**src/rtl/fb_db_sched_if.sv**
```systemverilog
// Scheduler <-> draw engine / framebuffer signal bundle for fb_db_sched.
// FB_DB_SCHED_DROP_CNT_EN adds the drop_clr / drop_cnt pair.
interface fb_db_sched_if #(
    parameter int ADDRW = 17,
    parameter int DATAW = 4
);
    logic             frame;
    logic             draw_done;
    logic             draw_we;
    logic [ADDRW-1:0] draw_addr;
    logic [DATAW-1:0] draw_cidx;
    logic             draw_start;
    logic             fb_sel;
    logic             fb0_we;
    logic             fb1_we;
    logic [ADDRW-1:0] fb_addr_write;
    logic [DATAW-1:0] fb_cidx_write;
    logic             busy;
`ifdef FB_DB_SCHED_DROP_CNT_EN
    logic             drop_clr;
    logic [15:0]      drop_cnt;
`endif

    // Scheduler side
    modport slave (
`ifdef FB_DB_SCHED_DROP_CNT_EN
        input  drop_clr,
        output drop_cnt,
`endif
        input  frame, draw_done, draw_we, draw_addr, draw_cidx,
        output draw_start, fb_sel, fb0_we, fb1_we, fb_addr_write, fb_cidx_write, busy
    );

    // Environment side (timing generator, draw engine, framebuffers)
    modport master (
`ifdef FB_DB_SCHED_DROP_CNT_EN
        output drop_clr,
        input  drop_cnt,
`endif
        output frame, draw_done, draw_we, draw_addr, draw_cidx,
        input  draw_start, fb_sel, fb0_we, fb1_we, fb_addr_write, fb_cidx_write, busy
    );
endinterface

```
**src/rtl/fb_db_sched.sv**
```systemverilog
// Double-buffered framebuffer scheduler: clear back buffer, start draw, steer writes, swap on frame.
// Optional dropped-frame counter enabled by FB_DB_SCHED_DROP_CNT_EN.
module fb_db_sched #(
    parameter int                PIXELS  = 76800,
    parameter int                ADDRW   = 17,
    parameter int                DATAW   = 4,
    parameter logic [DATAW-1:0]  BG_CIDX = '0
) (
    input  logic           clk,
    input  logic           rst_n,
    fb_db_sched_if.slave   bus
);
    typedef enum logic [1:0] {
        ST_READY,
        ST_CLEAR,
        ST_INIT,
        ST_DRAW
    } state_t;

    localparam logic [ADDRW-1:0] LAST_ADDR = ADDRW'(PIXELS - 1);

    state_t           r_state;
    logic [ADDRW-1:0] r_cnt;
    logic             r_sel;
    logic             r_start;
    logic             r_we0;
    logic             r_we1;
    logic [ADDRW-1:0] r_addr;
    logic [DATAW-1:0] r_cidx;
    logic             r_busy;

    always_ff @(posedge clk or negedge rst_n) begin
        if (!rst_n) begin
            r_state <= ST_READY;
            r_cnt   <= '0;
            r_sel   <= 1'b0;
            r_start <= 1'b0;
            r_we0   <= 1'b0;
            r_we1   <= 1'b0;
            r_addr  <= '0;
            r_cidx  <= '0;
            r_busy  <= 1'b0;
        end else begin
            r_start <= 1'b0;
            case (r_state)
                ST_READY: begin
                    r_we0 <= 1'b0;
                    r_we1 <= 1'b0;
                    if (bus.frame) begin
                        // Swap now; the first clear write lands in the new back buffer.
                        r_sel   <= ~r_sel;
                        r_state <= ST_CLEAR;
                        r_cnt   <= '0;
                        r_addr  <= '0;
                        r_cidx  <= BG_CIDX;
                        r_we0   <= r_sel;
                        r_we1   <= ~r_sel;
                        r_busy  <= 1'b1;
                    end
                end
                ST_CLEAR: begin
                    if (r_cnt == LAST_ADDR) begin
                        r_we0   <= 1'b0;
                        r_we1   <= 1'b0;
                        r_start <= 1'b1;
                        r_state <= ST_INIT;
                    end else begin
                        r_cnt  <= r_cnt + 1'b1;
                        r_addr <= r_cnt + 1'b1;
                    end
                end
                ST_INIT: begin
                    r_state <= ST_DRAW;
                end
                ST_DRAW: begin
                    // A write coinciding with draw_done is still the engine's last pixel.
                    r_we0  <= bus.draw_we & ~r_sel;
                    r_we1  <= bus.draw_we & r_sel;
                    r_addr <= bus.draw_addr;
                    r_cidx <= bus.draw_cidx;
                    if (bus.draw_done) begin
                        r_state <= ST_READY;
                        r_busy  <= 1'b0;
                    end
                end
                default: begin
                    r_state <= ST_READY;
                    r_we0   <= 1'b0;
                    r_we1   <= 1'b0;
                    r_busy  <= 1'b0;
                end
            endcase
        end
    end

    assign bus.draw_start    = r_start;
    assign bus.fb_sel        = r_sel;
    assign bus.fb0_we        = r_we0;
    assign bus.fb1_we        = r_we1;
    assign bus.fb_addr_write = r_addr;
    assign bus.fb_cidx_write = r_cidx;
    assign bus.busy          = r_busy;

`ifdef FB_DB_SCHED_DROP_CNT_EN
    logic        w_drop;
    logic [15:0] r_drop_cnt;

    assign w_drop = bus.frame && (r_state != ST_READY);

    always_ff @(posedge clk or negedge rst_n) begin
        if (!rst_n) begin
            r_drop_cnt <= '0;
        end else if (bus.drop_clr) begin
            r_drop_cnt <= '0;
        end else if (w_drop && (r_drop_cnt != 16'hFFFF)) begin
            r_drop_cnt <= r_drop_cnt + 16'd1;
        end
    end

    assign bus.drop_cnt = r_drop_cnt;
`endif
endmodule

```
**src/flat_wrapper.sv**
```systemverilog
// flat-port wrapper written by rule: the top's interface ports become plain ports
module fb_db_sched_flat 
#(
    parameter int                PIXELS  = 76800,
    parameter int                ADDRW   = 17,
    parameter int                DATAW   = 4,
    parameter logic [DATAW-1:0]  BG_CIDX = '0
)
  (clk, rst_n, bus_frame, bus_draw_done, bus_draw_we, bus_draw_addr, bus_draw_cidx, bus_draw_start, bus_fb_sel, bus_fb0_we, bus_fb1_we, bus_fb_addr_write, bus_fb_cidx_write, bus_busy);
  fb_db_sched_if #(.ADDRW(ADDRW), .DATAW(DATAW)) bus_i ();
  input  logic clk;
  input  logic rst_n;
  input wire logic [$bits(bus_i.frame)-1:0] bus_frame;
  input wire logic [$bits(bus_i.draw_done)-1:0] bus_draw_done;
  input wire logic [$bits(bus_i.draw_we)-1:0] bus_draw_we;
  input wire logic [$bits(bus_i.draw_addr)-1:0] bus_draw_addr;
  input wire logic [$bits(bus_i.draw_cidx)-1:0] bus_draw_cidx;
  output wire logic [$bits(bus_i.draw_start)-1:0] bus_draw_start;
  output wire logic [$bits(bus_i.fb_sel)-1:0] bus_fb_sel;
  output wire logic [$bits(bus_i.fb0_we)-1:0] bus_fb0_we;
  output wire logic [$bits(bus_i.fb1_we)-1:0] bus_fb1_we;
  output wire logic [$bits(bus_i.fb_addr_write)-1:0] bus_fb_addr_write;
  output wire logic [$bits(bus_i.fb_cidx_write)-1:0] bus_fb_cidx_write;
  output wire logic [$bits(bus_i.busy)-1:0] bus_busy;
  assign bus_i.frame = bus_frame;
  assign bus_i.draw_done = bus_draw_done;
  assign bus_i.draw_we = bus_draw_we;
  assign bus_i.draw_addr = bus_draw_addr;
  assign bus_i.draw_cidx = bus_draw_cidx;
  assign bus_draw_start = bus_i.draw_start;
  assign bus_fb_sel = bus_i.fb_sel;
  assign bus_fb0_we = bus_i.fb0_we;
  assign bus_fb1_we = bus_i.fb1_we;
  assign bus_fb_addr_write = bus_i.fb_addr_write;
  assign bus_fb_cidx_write = bus_i.fb_cidx_write;
  assign bus_busy = bus_i.busy;
  fb_db_sched #(.PIXELS(PIXELS), .ADDRW(ADDRW), .DATAW(DATAW), .BG_CIDX(BG_CIDX)) u_core (.clk(clk), .rst_n(rst_n), .bus(bus_i));
endmodule
```
**config.mk**
```make
export PLATFORM = sky130hd
export DESIGN_NAME = fb_db_sched_flat
export DESIGN_NICKNAME = d
export VERILOG_FILES = /design/src/rtl/fb_db_sched_if.sv /design/src/rtl/fb_db_sched.sv /design/src/flat_wrapper.sv
export SDC_FILE = /design/constraint.sdc
export NUM_CORES = 1
export LEC_CHECK = 0
export BUFFER_PORTS_ARGS = -buffer_cell sky130_fd_sc_hd__buf_2
export CAP_MARGIN = 25
export CORE_ASPECT_RATIO = 2
export CORE_MARGIN = 3
export CORE_UTILIZATION = 40
export CTS_CLUSTER_SIZE = 28
export DETAILED_ROUTE_END_ITERATION = 7
export PLACE_DENSITY_LB_ADDON = 0.15
export SYNTH_ARGS = -nofsm -noshare
export SYNTH_HDL_FRONTEND = slang
export SYNTH_SLANG_ARGS = --single-unit
```
**constraint.sdc**
```tcl
create_clock -name clk -period 6 [get_ports clk]
set_clock_uncertainty 0.2 [all_clocks]
set_input_delay 0.6 -clock clk [delete_from_list [all_inputs] [get_ports clk]]
set_output_delay 0.6 -clock clk [all_outputs]
set_load 0.02 [all_outputs]
```
==> reports/metrics.cfg, run 1 <==
[clock_tree]
clk_path_buf_depth = 2
clock_sinks = 45
cts_htree_levels = 2
numCtsBuffers = 5
cts_tree = built
cts-resized-gates = 0
holdBufCountCts = 0
insertion_delay_ns = 0.28
ctsRootBufferMaster = clkbuf_16
post_cts_buffers = 0
path_clk_slew_ns = 0.06

[timing]
finalWorstSetupSlack_ns = 3.41
period_share_pct = 43.2
finalSetupTns_ns = 0
worst_pin_slew_ns = 0.633
fmax_mhz = 386
finalMaxSlewViolations = 0
hold_violations = 0
rsz0062_at_grt = no
finalSetupViolCount = 0
final.min_clock_period_ns = 2.59
slew_headroom_pct = 57.8

[routing]
routedWlPerCell_um = 15.9
first_pass_iters = 4
drtIter0Drc = 59
routed_wirelength_um = 5910
ant_nets = 0
drc = 0
routed_via_density = 5.69
routed-via-count = 2118

[floorplan]
num_rows = 39
core_area_um2 = 5810
io_pins = 52
die_y_um = 117
die_w_um = 61.4
start_util_pct = 42.2
dieArea_um2 = 7160

[final_layout]
fill_cells = 591
layout-drive-gt1-share_pct = 23.8
seq_area_um2 = 1130
diodes = 0
area_growth_pct = 17.9
multiInputGateArea_um2 = 1220
finish.net_count = 341
mostFrequentLayoutCell = buf_2
final_cell_mix = buf_2, dfrtp_1, nand2_1

[synthesis]
yosys_warnings = 0
ys_seq_area_share_pct = 45.9
syn_nets = 296
yosys-top-cells-area = dfrtp_1, nand2_1, nor2_1
netlist_instances = 265
yosysTopAreaCell = dfrtp_1
synth_edf_count = 0
syn_area_per_cell_um2 = 9.25
synthesis.area_um2 = 2450
ys_types = 38
synth_top_cell_area_share_pct = 45.9
yosys_most_used_dff = dfrtp_1
synth-seq-cells = 45
async_reset_ff_share_pct = 100

[grt]
top_usage_layer = met2
grt_overflow = 0
grtUsageMet3_pct = 2.32
grt_util_all_layers_pct = 18.0
grt_pass1_vias = 1989
grt_pass1_wl_um = 9690
met2_usage_pct = 33.3
antenna_found_initial = 0
met1_usage_pct = 20.4
grt_max_degree = 40

[place]
globalplace.congestion = 0.919
place_hpwl_um = 4430
port_buffers = 51
pre_cts_ws_ns = 3.49

[worst_setup_path]
crit_type = flip-flop to flip-flop
r2r_end = u_core.bus.fb1_we$_DFFE_PN0P_
cp.arrival_ns = 2.56
crit_path_start_kind = flip-flop
timing.rr.start = u_core.r_cnt[1]$_DFFE_PN0P_
crit_path_max_fanout = 8
rr_worst_depth = 6
cp.required_ns = 5.97
end_kind = flip-flop
r2r_slack_ns = 3.41

[status]
status = finished, final reports clean

[power_and_ir_drop]
peakVddDrop_mv = 0.135
power_leakage_nw = 1.42
cellPowerDensity_nw_per_um2 = 202

[min_path]
hp-class = input port to async pin

[run]
drv_cap = 0

worst max-delay path by stage:
stage                                             start                             to  slack [ns]
final                       u_core.r_cnt[1]$_DFFE_PN0P_  u_core.bus.fb1_we$_DFFE_PN0P_        3.41
after global routing        u_core.r_cnt[1]$_DFFE_PN0P_  u_core.bus.fb0_we$_DFFE_PN0P_        3.21
after CTS                   u_core.r_cnt[1]$_DFFE_PN0P_  u_core.bus.fb1_we$_DFFE_PN0P_        3.44
after detailed placement    u_core.r_cnt[0]$_DFFE_PN0P_  u_core.bus.fb1_we$_DFFE_PN0P_        3.49
after global placement    u_core.r_state[0]$_DFFE_PN0P_    u_core.r_cnt[2]$_DFFE_PN0P_        3.54
after floorplan             u_core.r_cnt[0]$_DFFE_PN0P_  u_core.bus.fb0_we$_DFFE_PN0P_        3.77
where the power goes:
part	switching [mW]	internal (mW)	total, mW
clock	0.110	0.153	0.263
sequential	0	0.303	0.303
combinational	0.00933	0.00745	0.0168
total	0.119	0.464	0.583
cell usage after synthesis, types with 2 or more instances:
cell	count
a21oi_1	17
a22o_1	4
a22oi_1	13
a31oi_1	9
a32o_1	3
and2_1	2
and3_1	3
buf_2	3
buf_6	2
clkbuf_1	11
dfrtp_1	45
ha_1	5
inv_1	6
mux2_2	7
mux2i_1	2
nand2_1	33
nand2b_1	4
nand3_1	6
nand4_1	6
nor2_1	27
nor2b_1	5
nor3_1	5
nor4_1	3
o21ai_0	15
o41ai_1	2
or3_1	2
xnor2_1	9
xor2_1	6
area by class of cell:
class / instances / area share [%]
Inverter: 6 / 0.779
Clock buffer: 6 / 4.46
Clock inverter: 2 / 0.346
Multi-Input combinational cell: 197 / 42.3
Tap cell: 61 / 2.64
Timing Repair Buffer: 55 / 10.6
Sequential cell: 45 / 39.0
stage by stage:
step / hold slack [ns] / instance area, µm² / utilization (%) / power (mW) / std cells
3_3_place_gp: 0.273 / 2720 / 46.8 / 0.325 / 362
4_1_cts: 0.0528 / 2890 / 49.8 / 0.590 / 372
2_1_floorplan: 0.104 / 2450 / - / 0.310 / 265
3_5_place_dp: 0.281 / 2750 / 47.4 / 0.327 / 364
5_1_grt: 0.0547 / 2890 / 49.8 / 0.605 / 372
6_report: 0.0374 / 2890 / 49.8 / 0.583 / 372
worst max-delay path, cell delays in order, from the launching register on:
cell and delay (ns):
dfrtp_1 0.39, ha_1 0.30, nand4_1 0.28, nor2_1 0.51
a21boi_0 0.24, nor2_1 0.20, mux2_2 0.35
sequential cells by signal (all words and copies together) (netlist names):
register                  cells
u_core.r_cnt                 17
u_core.bus.fb0_we             1
u_core.bus.draw_start         1
u_core.bus.busy               1
u_core.bus.fb_addr_write     17
u_core.bus.fb_sel             1
u_core.bus.fb1_we             1
u_core.bus.fb_cidx_write      4
u_core.r_state                2
cell families (layout without fill, tap and decap cells):
group / Yosys count / count (layout) / synth area share, %
and+or+nand+nor: 100 / 100 / 19.8
AOI/OAI and AO/OA: 68 / 68 / 18.1
muxes: 9 / 9 / 4.03
adders and majority gates: 5 / 5 / 2.55
xor gates and xnor gates: 15 / 15 / 5.36
DFF: 45 / 45 / 45.9
buffers and inverters: 23 / 69 / 4.29
per-layer routing:
metal | part of all wire, % | routed length (µm)
met3 | 3.2 | 187
met1 | 37 | 2170
met4 | 1.8 | 104
met2 | 58 | 3450
met5 | 0 | 0
No activity file was read; power rests on OpenSTA's default activity.
==> inputs of run 2 (changes only) <==
==> constraint.sdc (replaced) <==
create_clock -name clk -period 2.6 [get_ports clk]
set_clock_uncertainty 0.2 [all_clocks]
set_input_delay 0.26 -clock clk [delete_from_list [all_inputs] [get_ports clk]]
set_output_delay 0.26 -clock clk [all_outputs]
set_load 0.02 [all_outputs]
==> run 2 against run 1 <==
Net effect: critical path depth shrank 1; fmax grew 14%; wire length shrank 0.24%; hold slack lost 0.024 ns; die area is the same; combinational power grew 130%; cell area grew 2.6%.
==> reports/metrics.cfg, run 2 (synthesized netlist as in run 1, its figures left out) <==
[grt]
antenna_found_initial = 0
grt_max_degree = 33
grt_overflow = 0
grt_pass1_wl_um = 9740
grt_util_all_layers_pct = 18.4
grt_pass1_vias = 2053

[timing]
finalMaxSlewViolations = 0
worst_pin_slew_ns = 0.575
rsz0062_at_grt = no
finalSetupTns_ns = 0
finalSetupViolCount = 0
fmax_mhz = 439
period_share_pct = 87.7
hold_violations = 0
slew_headroom_pct = 61.7
final.min_clock_period_ns = 2.28

[status]
status = finished, final reports clean

[routing]
ant_nets = 0
routed_wirelength_um = 5900
highest_layer = met4
wl_met1_um = 2220
drc = 0
first_pass_iters = 4
met3_length_um = 198
drtIter0Drc = 46
routed_via_density = 5.36
wl_met2_um = 3320
routed-via-count = 2041
routedWlPerCell_um = 15.5

[floorplan]
io_pins = 52
start_util_pct = 42.2
core_area_um2 = 5810
die_y_um = 117
dieArea_um2 = 7160
num_rows = 39
die_w_um = 61.4

[power_and_ir_drop]
power_leakage_nw = 1.47
cellPowerDensity_nw_per_um2 = 460
peakVddDrop_mv = 0.379
power_mw = 1.36

[final_layout]
area_growth_pct = 20.9
finish.net_count = 351
final_cell_mix = buf_2, dfrtp_1, nand2_1
diodes = 0
mostFrequentLayoutCell = buf_2
layout-drive-gt1-share_pct = 25.6
stdcell_count = 381

[worst_setup_path]
crit_path_max_fanout = 7
crit_type = flip-flop to flip-flop
cp.required_ns = 2.57
cp.arrival_ns = 2.25
end_kind = flip-flop
crit_path_start_kind = flip-flop

[min_path]
hp-class = input port to flip-flop

[clock_tree]
insertion_delay_ns = 0.29
path_clk_slew_ns = 0.06
post_cts_buffers = 0
cts_htree_levels = 2
clk_path_buf_depth = 2
cts_tree = built
ctsRootBufferMaster = clkbuf_16
clock_sinks = 45
numCtsBuffers = 5

[run]
drv_cap = 0

[place]
port_buffers = 51
place_hpwl_um = 4630
dp_cells = 373
globalplace.congestion = 0.891

==> run 2: cell count changes in the layout (fill, tap and decap cells not counted) <==
cell	change
clkbuf_8	+1
buf_4	+10
dlygate4sd3_1	+1
clkinv_2	-2
buf_8	-1
==> run 2: layer usage <==
layer | track usage (%) | up-vias
met2 | 33.0 | 39
met5 | 0 | -
met4 | 7.65 | 0
met1 | 20.3 | 940
met3 | 3.65 | 11
li1 | - | 1051
==> run 2: report_power, final <==
part	switching (mW)	internal (mW)	leakage, nW
combinational	0.0219	0.0171	0.808
sequential	0	0.700	0.594
clock	0.247	0.377	0.0700
total	0.269	1.09	1.47
==> run 2: final cells by class <==
| cell class | count | area, µm² |
|---|---|---|
| timing repair buffer | 65 | 375 |
| fill | 558 | 2840 |
| sequential | 45 | 1130 |
| multi-input combinational | 197 | 1220 |
| clock buffer | 7 | 143 |
| tap | 61 | 76.3 |
| inverter | 6 | 22.5 |
==> run 2: stage by stage <==
| step | hold WS (ns) | util, % | cell area, µm² | setup slack, ns |
|---|---|---|---|---|
| floorplan | -0.236 | - | 2450 | 0.374 |
| finish | 0.0134 | 51.0 | 2960 | 0.320 |
| detailed placement | -0.00775 | 48.4 | 2810 | 0.318 |
| CTS | 0.0109 | 51.0 | 2960 | 0.311 |
| global placement | -0.00701 | 48.4 | 2810 | 0.350 |
| global route | 0.0294 | 51.0 | 2960 | 0.0708 |
==> run 2: path summary, 6_finish.rpt <==
path / from / end / slack, ns / cells past startpoint
max: u_core.r_cnt[14]$_DFFE_PN0P_ / u_core.bus.fb0_we$_DFFE_PN0P_ / 0.32 / 5
min: bus_draw_cidx[1] / u_core.bus.fb_cidx_write[1]$_DFFE_PN0P_ / 0.01 / 2
max reg2reg: u_core.r_cnt[14]$_DFFE_PN0P_ / u_core.bus.fb0_we$_DFFE_PN0P_ / 0.32 / 5
min reg2reg: u_core.bus.fb_cidx_write[0]$_DFFE_PN0P_ / u_core.bus.fb_cidx_write[0]$_DFFE_PN0P_ / 0.29 / 1
max in group asynchronous: rst_n / u_core.bus.fb_addr_write[3]$_DFFE_PN0P_ / 1.37 / 3
min in group asynchronous: rst_n / u_core.r_cnt[10]$_DFFE_PN0P_ / 0.22 / 2
==> run 2: timing repair <==
| item | CTS | global route |
|---|---|---|
| setup endpoints to repair | 0 | 0 |
| hold buffers | 1 | 0 |
| gates resized for setup | 0 | 0 |
| hold endpoints to repair | 13 | 0 |
==> run 2: critical path: stages, from the launching register on <==
cell	delay, ns
dfrtp_1	0.42
or4b_4	0.54
nor3_4	0.25
a21boi_0	0.19
nor2_1	0.21
mux2_2	0.36
==> inputs of run 3 (changes only) <==
--- a/config.mk
+++ b/config.mk
@@ -12,6 +12,7 @@
 export CORE_UTILIZATION = 40
 export CTS_CLUSTER_SIZE = 28
 export DETAILED_ROUTE_END_ITERATION = 7
+export MAX_ROUTING_LAYER = met4
 export PLACE_DENSITY_LB_ADDON = 0.15
 export SYNTH_ARGS = -nofsm -noshare
 export SYNTH_HDL_FRONTEND = slang
==> run 3 against run 2 <==
Net effect: critical path depth unchanged; first-iteration DRC count unchanged; utilization unchanged; sequential cell count did not move; total power is 0.24% higher; count of clock-buffer cells in the layout unchanged; setup slack worse by 0.0083 ns; fmax is 0.36% lower; hold slack about the same; global-route usage is 0.57 points higher; sequential power is essentially flat; critical endpoint unchanged.
==> reports/metrics.cfg, run 3 (synthesized netlist as in run 1, its figures left out) <==
[status]
status = finished, final reports clean

[power_and_ir_drop]
power_leakage_nw = 1.47
peakVddDrop_mv = 0.380
cellPowerDensity_nw_per_um2 = 461
power_mw = 1.37

[timing]
finalSetupTns_ns = 0
finalWorstSetupSlack_ns = 0.312
final.min_clock_period_ns = 2.29
worst_pin_slew_ns = 0.600
hold_violations = 0
slew_headroom_pct = 60.0
finalMaxSlewViolations = 0
finalSetupViolCount = 0
period_share_pct = 88.0
rsz0062_at_grt = no
fmax_mhz = 437

[grt]
grt_pass1_vias = 2059
grt_max_degree = 33
grt_util_all_layers_pct = 19.0
grt_overflow = 0
antenna_found_initial = 0
grt_pass1_wl_um = 9740

[worst_setup_path]
end_kind = flip-flop
cp.required_ns = 2.57
crit_type = flip-flop to flip-flop
slowest_stage = or4b_4
r2r_slack_ns = 0.31
crit_chain = or4b_4, nor3_4, a21boi_0, nor2_1, mux2_2
crit_path_start_kind = flip-flop
crit_path_max_fanout = 7
cp.arrival_ns = 2.26
slowest_delay_ns = 0.54

[routing]
routed-via-count = 2068
wl_met1_um = 2270
highest_layer = met4
wl_met2_um = 3320
routedWlPerCell_um = 15.6
met3_length_um = 199
routed_wirelength_um = 5940
drtIter0Drc = 46
drc = 0
routed_via_density = 5.43
ant_nets = 0
first_pass_iters = 4

[clock_tree]
clk_path_buf_depth = 2
numCtsBuffers = 5
ctsRootBufferMaster = clkbuf_16
clock_sinks = 45
insertion_delay_ns = 0.29
cts_htree_levels = 2
path_clk_slew_ns = 0.06
post_cts_buffers = 0
cts_tree = built

[final_layout]
multiInputGateArea_um2 = 1220
fin_area_um2 = 2960
layout-drive-gt1-share_pct = 25.6
stdcell_count = 381
area_growth_pct = 20.9
fill_cells = 558
finish.net_count = 351
diodes = 0
final_cell_mix = buf_2, dfrtp_1, nand2_1
seq_area_um2 = 1130
mostFrequentLayoutCell = buf_2

[floorplan]
dieArea_um2 = 7160
start_util_pct = 42.2
core_area_um2 = 5810
num_rows = 39
io_pins = 52
die_y_um = 117
die_w_um = 61.4

[run]
drv_cap = 0

[place]
place_hpwl_um = 4630
dpl-instance-area_um2 = 2810
pre_cts_ws_ns = 0.318
port_buffers = 51
dp_cells = 373
globalplace.congestion = 0.906

[min_path]
hp-class = input port to flip-flop

run 3: final cells by class:
class                      instances  area share, %
inverter                           6          0.760
clock buffer                       7           4.81
timing repair buffer              65           12.7
tap                               61           2.57
sequential                        45           38.0
multi-input combinational        197           41.2
run 3: worst paths after layout:
check / start / cells past startpoint / endpoint
worst max-delay path: u_core.r_cnt[14]$_DFFE_PN0P_ / 5 / u_core.bus.fb0_we$_DFFE_PN0P_
worst min-delay path: bus_draw_cidx[1] / 2 / u_core.bus.fb_cidx_write[1]$_DFFE_PN0P_
worst max register to register: u_core.r_cnt[14]$_DFFE_PN0P_ / 5 / u_core.bus.fb0_we$_DFFE_PN0P_
worst min register to register: u_core.bus.fb_cidx_write[0]$_DFFE_PN0P_ / 1 / u_core.bus.fb_cidx_write[0]$_DFFE_PN0P_
max in group asynchronous: rst_n / 3 / u_core.bus.fb_cidx_write[2]$_DFFE_PN0P_
min in group asynchronous: rst_n / 2 / u_core.r_cnt[10]$_DFFE_PN0P_
run 3: worst max-delay path: cells and delay by family (launching register included):
family / cells / cell delay [ns]
AND/OR/NAND/NOR: 3 / 1.00
flip-flops: 1 / 0.42
multiplexers: 1 / 0.35
AO/OA/AOI/OAI: 1 / 0.20
run 3: timing repair:
action,4_1_cts,5_1_grt
hold buffers,1,0
endpoints found under the hold margin,13,0
gates resized for setup,0,0
run 3: report_power, final:
| part | switching, mW | internal, mW | leakage [nW] |
|---|---|---|---|
| sequential | 0 | 0.700 | 0.594 |
| clock | 0.251 | 0.377 | 0.0700 |
| combinational | 0.0219 | 0.0171 | 0.808 |
| total | 0.273 | 1.09 | 1.47 |
run 3: metrics by stage:
stage	hold slack (ns)	util, %
5_1_grt	0.0294	51.0
4_1_cts	0.0109	51.0
3_3_place_gp	-0.00701	48.4
3_5_place_dp	-0.00775	48.4
2_1_floorplan	-0.236	-
6_report	0.0130	51.0
run 3: per-layer routing:
layer	track usage (%)	vias to the layer above
met2	33.0	41
met5	-	-
met4	7.65	0
met3	3.65	12
met1	20.5	959
li1	-	1056
